**src/rtl/mem_arb_pkg.sv**
```systemverilog
// Shared types and constants for the two-port memory arbiter.
package mem_arb_pkg;

  typedef enum logic [1:0] {StIdle, StBusyIf, StBusyD} state_e;

  // Port IDs double as bit positions in the one-hot grant vector.
  localparam logic PORT_IF = 1'b0;
  localparam logic PORT_D  = 1'b1;

  localparam logic [7:0] TIMEOUT_DEFAULT = 8'd255;

endpackage

```
**src/rtl/mem_arbiter_pick.sv**
```systemverilog
// Winner selection for the arbiter. MEM_ARB_RR_EN selects round-robin on contention,
// otherwise the data port has fixed priority.
module arb_pick
  import mem_arb_pkg::*;
(
  input  logic       if_req,
  input  logic       d_req,
`ifdef MEM_ARB_RR_EN
  input  logic       last,
`endif
  output logic [1:0] gnt
);

  always_comb begin
    gnt = 2'b00;
    if (if_req && d_req) begin
`ifdef MEM_ARB_RR_EN
      // The port granted most recently loses a tie.
      if (last == PORT_D) gnt[PORT_IF] = 1'b1;
      else                gnt[PORT_D]  = 1'b1;
`else
      gnt[PORT_D] = 1'b1;
`endif
    end else if (d_req) begin
      gnt[PORT_D] = 1'b1;
    end else if (if_req) begin
      gnt[PORT_IF] = 1'b1;
    end
  end

endmodule

```
**src/rtl/mem_arbiter.sv**
```systemverilog
// Arbitrates instruction-fetch and data ports onto one single-port memory, with a
// wait timeout. Define MEM_ARB_RR_EN for round-robin arbitration (default: data wins).
module mem_arbiter
  import mem_arb_pkg::*;
#(
  parameter logic [7:0] TIMEOUT = TIMEOUT_DEFAULT
) (
  input  logic        clk,
  input  logic        rst,
  input  logic        if_req,
  input  logic [31:0] if_addr,
  output logic        if_gnt,
  output logic        if_rvalid,
  output logic [31:0] if_rdata,
  output logic        if_err,
  input  logic        d_req,
  input  logic        d_we,
  input  logic [3:0]  d_be,
  input  logic [31:0] d_addr,
  input  logic [31:0] d_wdata,
  output logic        d_gnt,
  output logic        d_rvalid,
  output logic [31:0] d_rdata,
  output logic        d_err,
  output logic        mem_req,
  output logic        mem_we,
  output logic [3:0]  mem_be,
  output logic [31:0] mem_addr,
  output logic [31:0] mem_wdata,
  input  logic        mem_ready,
  input  logic [31:0] mem_rdata
);

  state_e      state_q, state_d;
  logic [7:0]  cnt_q;
  logic [31:0] addr_q, wdata_q, if_rdata_q, d_rdata_q;
  logic [3:0]  be_q;
  logic        we_q;
  logic        if_rvalid_q, d_rvalid_q, if_err_q, d_err_q;
  logic [1:0]  pick, gnt_vec;
  logic        idle, busy, expired;

  assign idle    = (state_q == StIdle);
  assign busy    = ~idle;
  assign expired = busy && !mem_ready && (cnt_q == TIMEOUT);

`ifdef MEM_ARB_RR_EN
  logic last_q;

  always_ff @(posedge clk or posedge rst) begin
    if (rst)           last_q <= PORT_D;
    else if (|gnt_vec) last_q <= gnt_vec[PORT_D] ? PORT_D : PORT_IF;
  end

  arb_pick u_pick (.if_req(if_req), .d_req(d_req), .last(last_q), .gnt(pick));
`else
  arb_pick u_pick (.if_req(if_req), .d_req(d_req), .gnt(pick));
`endif

  // Grants are combinational, so gate them with reset to keep outputs quiet during it.
  assign gnt_vec = (idle && !rst) ? pick : 2'b00;
  assign if_gnt  = gnt_vec[PORT_IF];
  assign d_gnt   = gnt_vec[PORT_D];

  always_comb begin
    state_d = state_q;
    case (state_q)
      StIdle: begin
        if (gnt_vec[PORT_D])       state_d = StBusyD;
        else if (gnt_vec[PORT_IF]) state_d = StBusyIf;
      end
      StBusyIf, StBusyD: begin
        if (mem_ready || expired) state_d = StIdle;
      end
      default: state_d = StIdle;
    endcase
  end

  always_ff @(posedge clk or posedge rst) begin
    if (rst) state_q <= StIdle;
    else     state_q <= state_d;
  end

  always_ff @(posedge clk or posedge rst) begin
    if (rst) begin
      cnt_q       <= '0;
      addr_q      <= '0;
      wdata_q     <= '0;
      be_q        <= '0;
      we_q        <= 1'b0;
      if_rdata_q  <= '0;
      d_rdata_q   <= '0;
      if_rvalid_q <= 1'b0;
      d_rvalid_q  <= 1'b0;
      if_err_q    <= 1'b0;
      d_err_q     <= 1'b0;
    end else begin
      if_rvalid_q <= 1'b0;
      d_rvalid_q  <= 1'b0;
      if_err_q    <= 1'b0;
      d_err_q     <= 1'b0;
      if (gnt_vec[PORT_D]) begin
        addr_q  <= d_addr;
        we_q    <= d_we;
        be_q    <= d_be;
        wdata_q <= d_wdata;
        cnt_q   <= '0;
      end else if (gnt_vec[PORT_IF]) begin
        addr_q  <= if_addr;
        we_q    <= 1'b0;
        be_q    <= 4'hF;
        wdata_q <= '0;
        cnt_q   <= '0;
      end else if (busy) begin
        if (mem_ready) begin
          if (state_q == StBusyD) begin
            d_rvalid_q <= 1'b1;
            d_rdata_q  <= mem_rdata;
          end else begin
            if_rvalid_q <= 1'b1;
            if_rdata_q  <= mem_rdata;
          end
        end else if (expired) begin
          if (state_q == StBusyD) begin
            d_rvalid_q <= 1'b1;
            d_err_q    <= 1'b1;
          end else begin
            if_rvalid_q <= 1'b1;
            if_err_q    <= 1'b1;
          end
        end else begin
          cnt_q <= cnt_q + 8'd1;
        end
      end
    end
  end

  assign mem_req   = busy;
  assign mem_we    = busy & we_q;
  assign mem_be    = busy ? be_q : 4'h0;
  assign mem_addr  = busy ? addr_q : '0;
  assign mem_wdata = busy ? wdata_q : '0;

  assign if_rvalid = if_rvalid_q;
  assign if_rdata  = if_rdata_q;
  assign if_err    = if_err_q;
  assign d_rvalid  = d_rvalid_q;
  assign d_rdata   = d_rdata_q;
  assign d_err     = d_err_q;

endmodule

```
**config.mk**
```make
export PLATFORM = sky130hd
export DESIGN_NAME = mem_arbiter
export DESIGN_NICKNAME = d
export VERILOG_FILES = /design/src/rtl/mem_arb_pkg.sv /design/src/rtl/mem_arbiter_pick.sv /design/src/rtl/mem_arbiter.sv
export SDC_FILE = /design/constraint.sdc
export NUM_CORES = 1
export LEC_CHECK = 0
export BUFFER_PORTS_ARGS = -buffer_cell sky130_fd_sc_hd__buf_2
export CELL_PAD_IN_SITES_DETAIL_PLACEMENT = 1
export CELL_PAD_IN_SITES_GLOBAL_PLACEMENT = 2
export CORE_AREA = 4 4 172 133
export CTS_CLUSTER_SIZE = 24
export DETAILED_ROUTE_END_ITERATION = 10
export DIE_AREA = 0 0 176 137
export PLACE_DENSITY = 0.93
export SETUP_SLACK_MARGIN = 0.2
export SLEW_MARGIN = 20
export SYNTH_ARGS = -nofsm -noshare
export SYNTH_HDL_FRONTEND = slang
export SYNTH_HIERARCHICAL = 1
export SYNTH_SLANG_ARGS = --single-unit
```
**constraint.sdc**
```tcl
create_clock -name clk -period 13.9 [get_ports clk]
set_input_delay 2.78 -clock clk [delete_from_list [all_inputs] [get_ports clk]]
set_output_delay 2.78 -clock clk [all_outputs]
set_load 0.1 [all_outputs]
```
==> impl_table.tex <==
\begin{tabular}{lr}
\hline
Metric & Value \\
\hline
\multicolumn{2}{l}{\textbf{CTS}} \\
\quad Root Buffer & sky130\_fd\_sc\_hd\_\_clkbuf\_16 \\
\quad H-tree lvl count & 4 \\
\quad \# clock sinks & 147 \\
\quad Clock tree from TritonCTS & built \\
\quad Buffer levels on the longest clock path & 2 \\
\quad Clock latency reported for the late side of the worst-skew pair & 420 ps \\
\quad Number of post-CTS setup repair buffers & 0 \\
\quad Count of cells resized by post-cts repair & 0 \\
\quad Register clock-pin slew on the reported worst setup and hold paths & 60 ps \\
\quad Number of buffers created by CTS & 17 \\
\quad Hold buffer count at CTS & 0 \\
\multicolumn{2}{l}{\textbf{STA}} \\
\quad Final clock skew & 7.85 ps \\
\quad Slew of the pin with the lowest slew margin & 947 ps \\
\quad Achievable frequency & 136 MHz \\
\quad Count of final max-slew check failures & 0 \\
\quad Hold Vio Cnt, Final & 0 \\
\quad Total negative slack & 0 ps \\
\quad Final number of setup-violating endpoints & 0 \\
\quad Unrepaired setup endpoints after global routing & no \\
\quad Part of the cycle the worst path needs & 0.530 \\
\quad Worst rel slew slack & 0.369 \\
\quad Time the final worst path needs with I/O delays and setup & 7360 ps \\
\multicolumn{2}{l}{\textbf{Yosys}} \\
\quad Top post-synthesis cells by area & sky130\_fd\_sc\_hd\_\_dfrtp\_1 57\%, sky130\_fd\_sc\_hd\_\_mux2\_4 7.0\%, sky130\_fd\_sc\_hd\_\_nor2b\_1 6.9\%, sky130\_fd\_sc\_hd\_\_mux2\_2 5.7\%, sky130\_fd\_sc\_hd\_\_a22o\_1 4.5\% \\
\quad Synthesized netlist net count & 693 \\
\quad Adder and majority cell fraction of the synthesized area & 0.00580 \\
\quad Yosys warns & 6 \\
\quad Main combinational cell family by area after synthesis & simple AND/OR/NAND/NOR gates \\
\quad Cell taking the most area after synthesis & sky130\_fd\_sc\_hd\_\_dfrtp\_1 \\
\quad Count of cell types in the netlist & 37 \\
\quad Synthesis-stage register bit count & 147 \\
\quad Fraction of the mapped netlist area in compound gates & 0.0970 \\
\quad Simple-gate area share of the yosys netlist & 0.158 \\
\quad Average cell area after synthesis & 11.7 um2 \\
\quad Mapped cell area & 6470 um2 \\
\quad Post-synthesis xor/xnor area fraction & 0 \\
\quad Multiplexer area fraction after synthesis & 0.135 \\
\quad Top cell type's share of synthesized area & 0.568 \\
\quad Sequential share of the synthesized area & 0.568 \\
\quad Post-Syn Instances & 552 \\
\multicolumn{2}{l}{\textbf{Setup path}} \\
\quad Biggest cell delay along the critical path & 540 ps \\
\quad Cell class contributing the biggest share of worst-path delay & buffers and inverters \\
\quad WS Path Type & input pin to output pin \\
\quad Element type at the critical path start & input pin \\
\quad Buffering stage count on the worst path with inverters included & 4 \\
\quad Top cell by count, worst path & sky130\_fd\_sc\_hd\_\_buf\_2 \\
\quad Critical path endpoint category & output pin \\
\quad Crit-path cells & buf\_2 -> nor2b\_1 -> nand3b\_1 -> buf\_4 -> inv\_2 -> buf\_2 \\
\quad Cell with the largest stage delay on the worst path & sky130\_fd\_sc\_hd\_\_buf\_2 \\
\quad Critical path arrival & 4580 ps \\
\quad Worst Path Required & 11120 ps \\
\quad Register-to-register setup slack & 10510 ps \\
\quad Maximum fanout along the worst path & 39 \\
\multicolumn{2}{l}{\textbf{Place}} \\
\quad Post-detail-place hpwl & 14600 um \\
\quad Final Wtd Congestion & 0.748 \\
\quad Number of input and output port buffers inserted & 277 \\
\multicolumn{2}{l}{\textbf{Cells and area}} \\
\quad Layout-stage area growth over the synthesis result & 33.7\% \\
\quad Filler cell count in the final layout & 2451 \\
\quad Post-layout nets & 956 \\
\quad Fraction of layout instances using a drive strength above 1 & 0.467 \\
\multicolumn{2}{l}{\textbf{Detailed routing}} \\
\quad Remaining number of nets flagged by the antenna check after routing & 0 \\
\quad Number of remaining DRC errors & 0 \\
\quad Overall routed net length & 20200 um \\
\quad WL/cell & 18.1 um \\
\quad Detailed-routing iteration count for the pre-antenna-repair pass & 4 \\
\quad Post-detailed-route via-to-cell ratio & 4.74 \\
\quad Number of vias after detailed routing & 5297 \\
\quad First-iteration detailed-routing DRC count & 223 \\
\multicolumn{2}{l}{\textbf{Die}} \\
\quad Core area & 21000 um2 \\
\quad Horizontal die dimension & 176 um \\
\quad Overall die area & 24100 um2 \\
\quad Number of placed I/O pins & 278 \\
\quad Row count & 46 \\
\quad Vert. Die Dim & 137 um \\
\quad Initial core utilization & 0.309 \\
\multicolumn{2}{l}{\textbf{Worst hold path}} \\
\quad Worst hold path type & flop to flop \\
\multicolumn{2}{l}{\textbf{Global route}} \\
\quad Congestion Overflow GR & 0 \\
\quad Number of antenna violations at the first check in global routing & 4 \\
\quad Pin count of the biggest net entering global routing & 78 \\
\quad Overall fraction of global-route tracks in use & 0.166 \\
\quad Vias in the first global route & 5612 \\
\quad Wire length of the first global-routing pass & 31300 um \\
\multicolumn{2}{l}{\textbf{Status}} \\
\quad Outcome & finished, final reports clean \\
\multicolumn{2}{l}{\textbf{Run}} \\
\quad Count of maximum capacitance violations & 0 \\
\hline
\end{tabular}
## routing by layer
layer,up-vias,track usage,part of all wire
met2,197,0.267,0.46
met5,-,0,0.0015
met1,2634,0.208,0.44
li1,2437,-,-
met3,23,0.0693,0.094
met4,6,0.0446,0.010
## through the flow
stage                     hold WS (ps)  utilization  cell area (um2)  cells  worst slack [ps]
final                              483        0.413             8650   1117              6540
after global routing               507        0.413             8650   1117              6380
after CTS                          484        0.413             8650   1116              6510
after detailed placement           469        0.385             8070   1084              6510
after global placement             464        0.385             8070   1084              6520
after floorplan                    452            -             6470    552              7170
## cell type report
| type | count | area (um2) | share of cell area |
|---|---|---|---|
| flip-flops and latches | 147 | 3680 | 0.425 |
| multi-input cells | 358 | 2570 | 0.297 |
| repair buffers | 282 | 1420 | 0.165 |
| clock buffers | 17 | 425 | 0.0492 |
| well taps | 288 | 360 | 0.0416 |
| clock inverters | 15 | 153 | 0.0176 |
| inverters | 9 | 38.8 | 0.00448 |
| diodes | 1 | 2.50 | 0.000289 |
## Yosys cell counts
cell type and n:
sky130_fd_sc_hd__o211ai_1 3, sky130_fd_sc_hd__nand2_1 68, sky130_fd_sc_hd__nor3b_2 1, sky130_fd_sc_hd__nand3b_1 2, sky130_fd_sc_hd__o2111ai_1 1, sky130_fd_sc_hd__ha_1 3, sky130_fd_sc_hd__or4_1 1, sky130_fd_sc_hd__o311ai_0 2
sky130_fd_sc_hd__a31oi_1 36, sky130_fd_sc_hd__mux2_2 33, sky130_fd_sc_hd__nor2b_1 71, sky130_fd_sc_hd__nor3b_1 1, sky130_fd_sc_hd__and4_1 2, sky130_fd_sc_hd__nor3_1 3, sky130_fd_sc_hd__o22a_1 4, sky130_fd_sc_hd__clkbuf_1 10
sky130_fd_sc_hd__mux2_4 30, sky130_fd_sc_hd__buf_6 3, sky130_fd_sc_hd__a21oi_1 2, sky130_fd_sc_hd__nor2_1 35, sky130_fd_sc_hd__a211oi_1 2, sky130_fd_sc_hd__inv_1 5, sky130_fd_sc_hd__inv_2 4, sky130_fd_sc_hd__nand2b_1 1
sky130_fd_sc_hd__mux2i_1 3, sky130_fd_sc_hd__buf_4 1, sky130_fd_sc_hd__and3_1 5, sky130_fd_sc_hd__a22o_1 33, sky130_fd_sc_hd__nand3_1 7, sky130_fd_sc_hd__mux2_1 2, sky130_fd_sc_hd__buf_2 24, sky130_fd_sc_hd__and2_0 1
sky130_fd_sc_hd__dfrtp_1 147, sky130_fd_sc_hd__nand4_1 2, sky130_fd_sc_hd__and2_1 2, sky130_fd_sc_hd__nor2_4 1, sky130_fd_sc_hd__o21ai_0 1
## path summary, 6_finish.rpt
kind / from / end / cells after the start
max reg2reg: state_q[1]$_DFFE_PP0P_ / wdata_q[27]$_DFFE_PP0P_ / 8
min in group asynchronous: rst / addr_q[3]$_DFFE_PP0P_ / 2
max: d_req / if_gnt / 6
min reg2reg: be_q[1]$_DFFE_PP0P_ / be_q[1]$_DFFE_PP0P_ / 1
min: be_q[1]$_DFFE_PP0P_ / be_q[1]$_DFFE_PP0P_ / 1
max in group asynchronous: rst / if_rdata[24]$_DFFE_PP0P_ / 3
## cells in the final DEF (no fill, tap or decap), drive strengths merged
cell and count:
or4 1, and2 3, clkbuf 17, dfrtp 147, o22a 4, nand2 68, nand3 7, o21ai 1
nor3b 2, mux2i 3, inv 20, a31oi 36, and4 2, nor3 3, nand3b 2, nand4 2
a22o 33, a21oi 2, and3 5, a211oi 2, o211ai 3, ha 3, diode 1, clkinv 4
buf 282, nor2 36, o311ai 2, mux2 65, o2111ai 1, nor2b 71, nand2b 1
## kinds of logic (layout without fill, tap and decap cells)
group | after synthesis | in the layout
AOI/OAI and AO/OA | 84 | 84
other | 0 | 1
muxes | 68 | 68
DFF | 147 | 147
adders and majority gates | 3 | 3
buffers and inverters | 47 | 323
and+or+nand+nor | 203 | 203
## registers in the layout, indices dropped and copies added, names as in the netlist
name	flops
addr_q	32
be_q	4
cnt_q	8
d_err	1
d_rdata	32
d_rvalid	1
if_err	1
if_rdata	32
if_rvalid	1
state_q	2
wdata_q	32
we_q	1
Power is not shown: default switching activity piles up to over one toggle a cycle in this logic, so the estimate is an artifact.
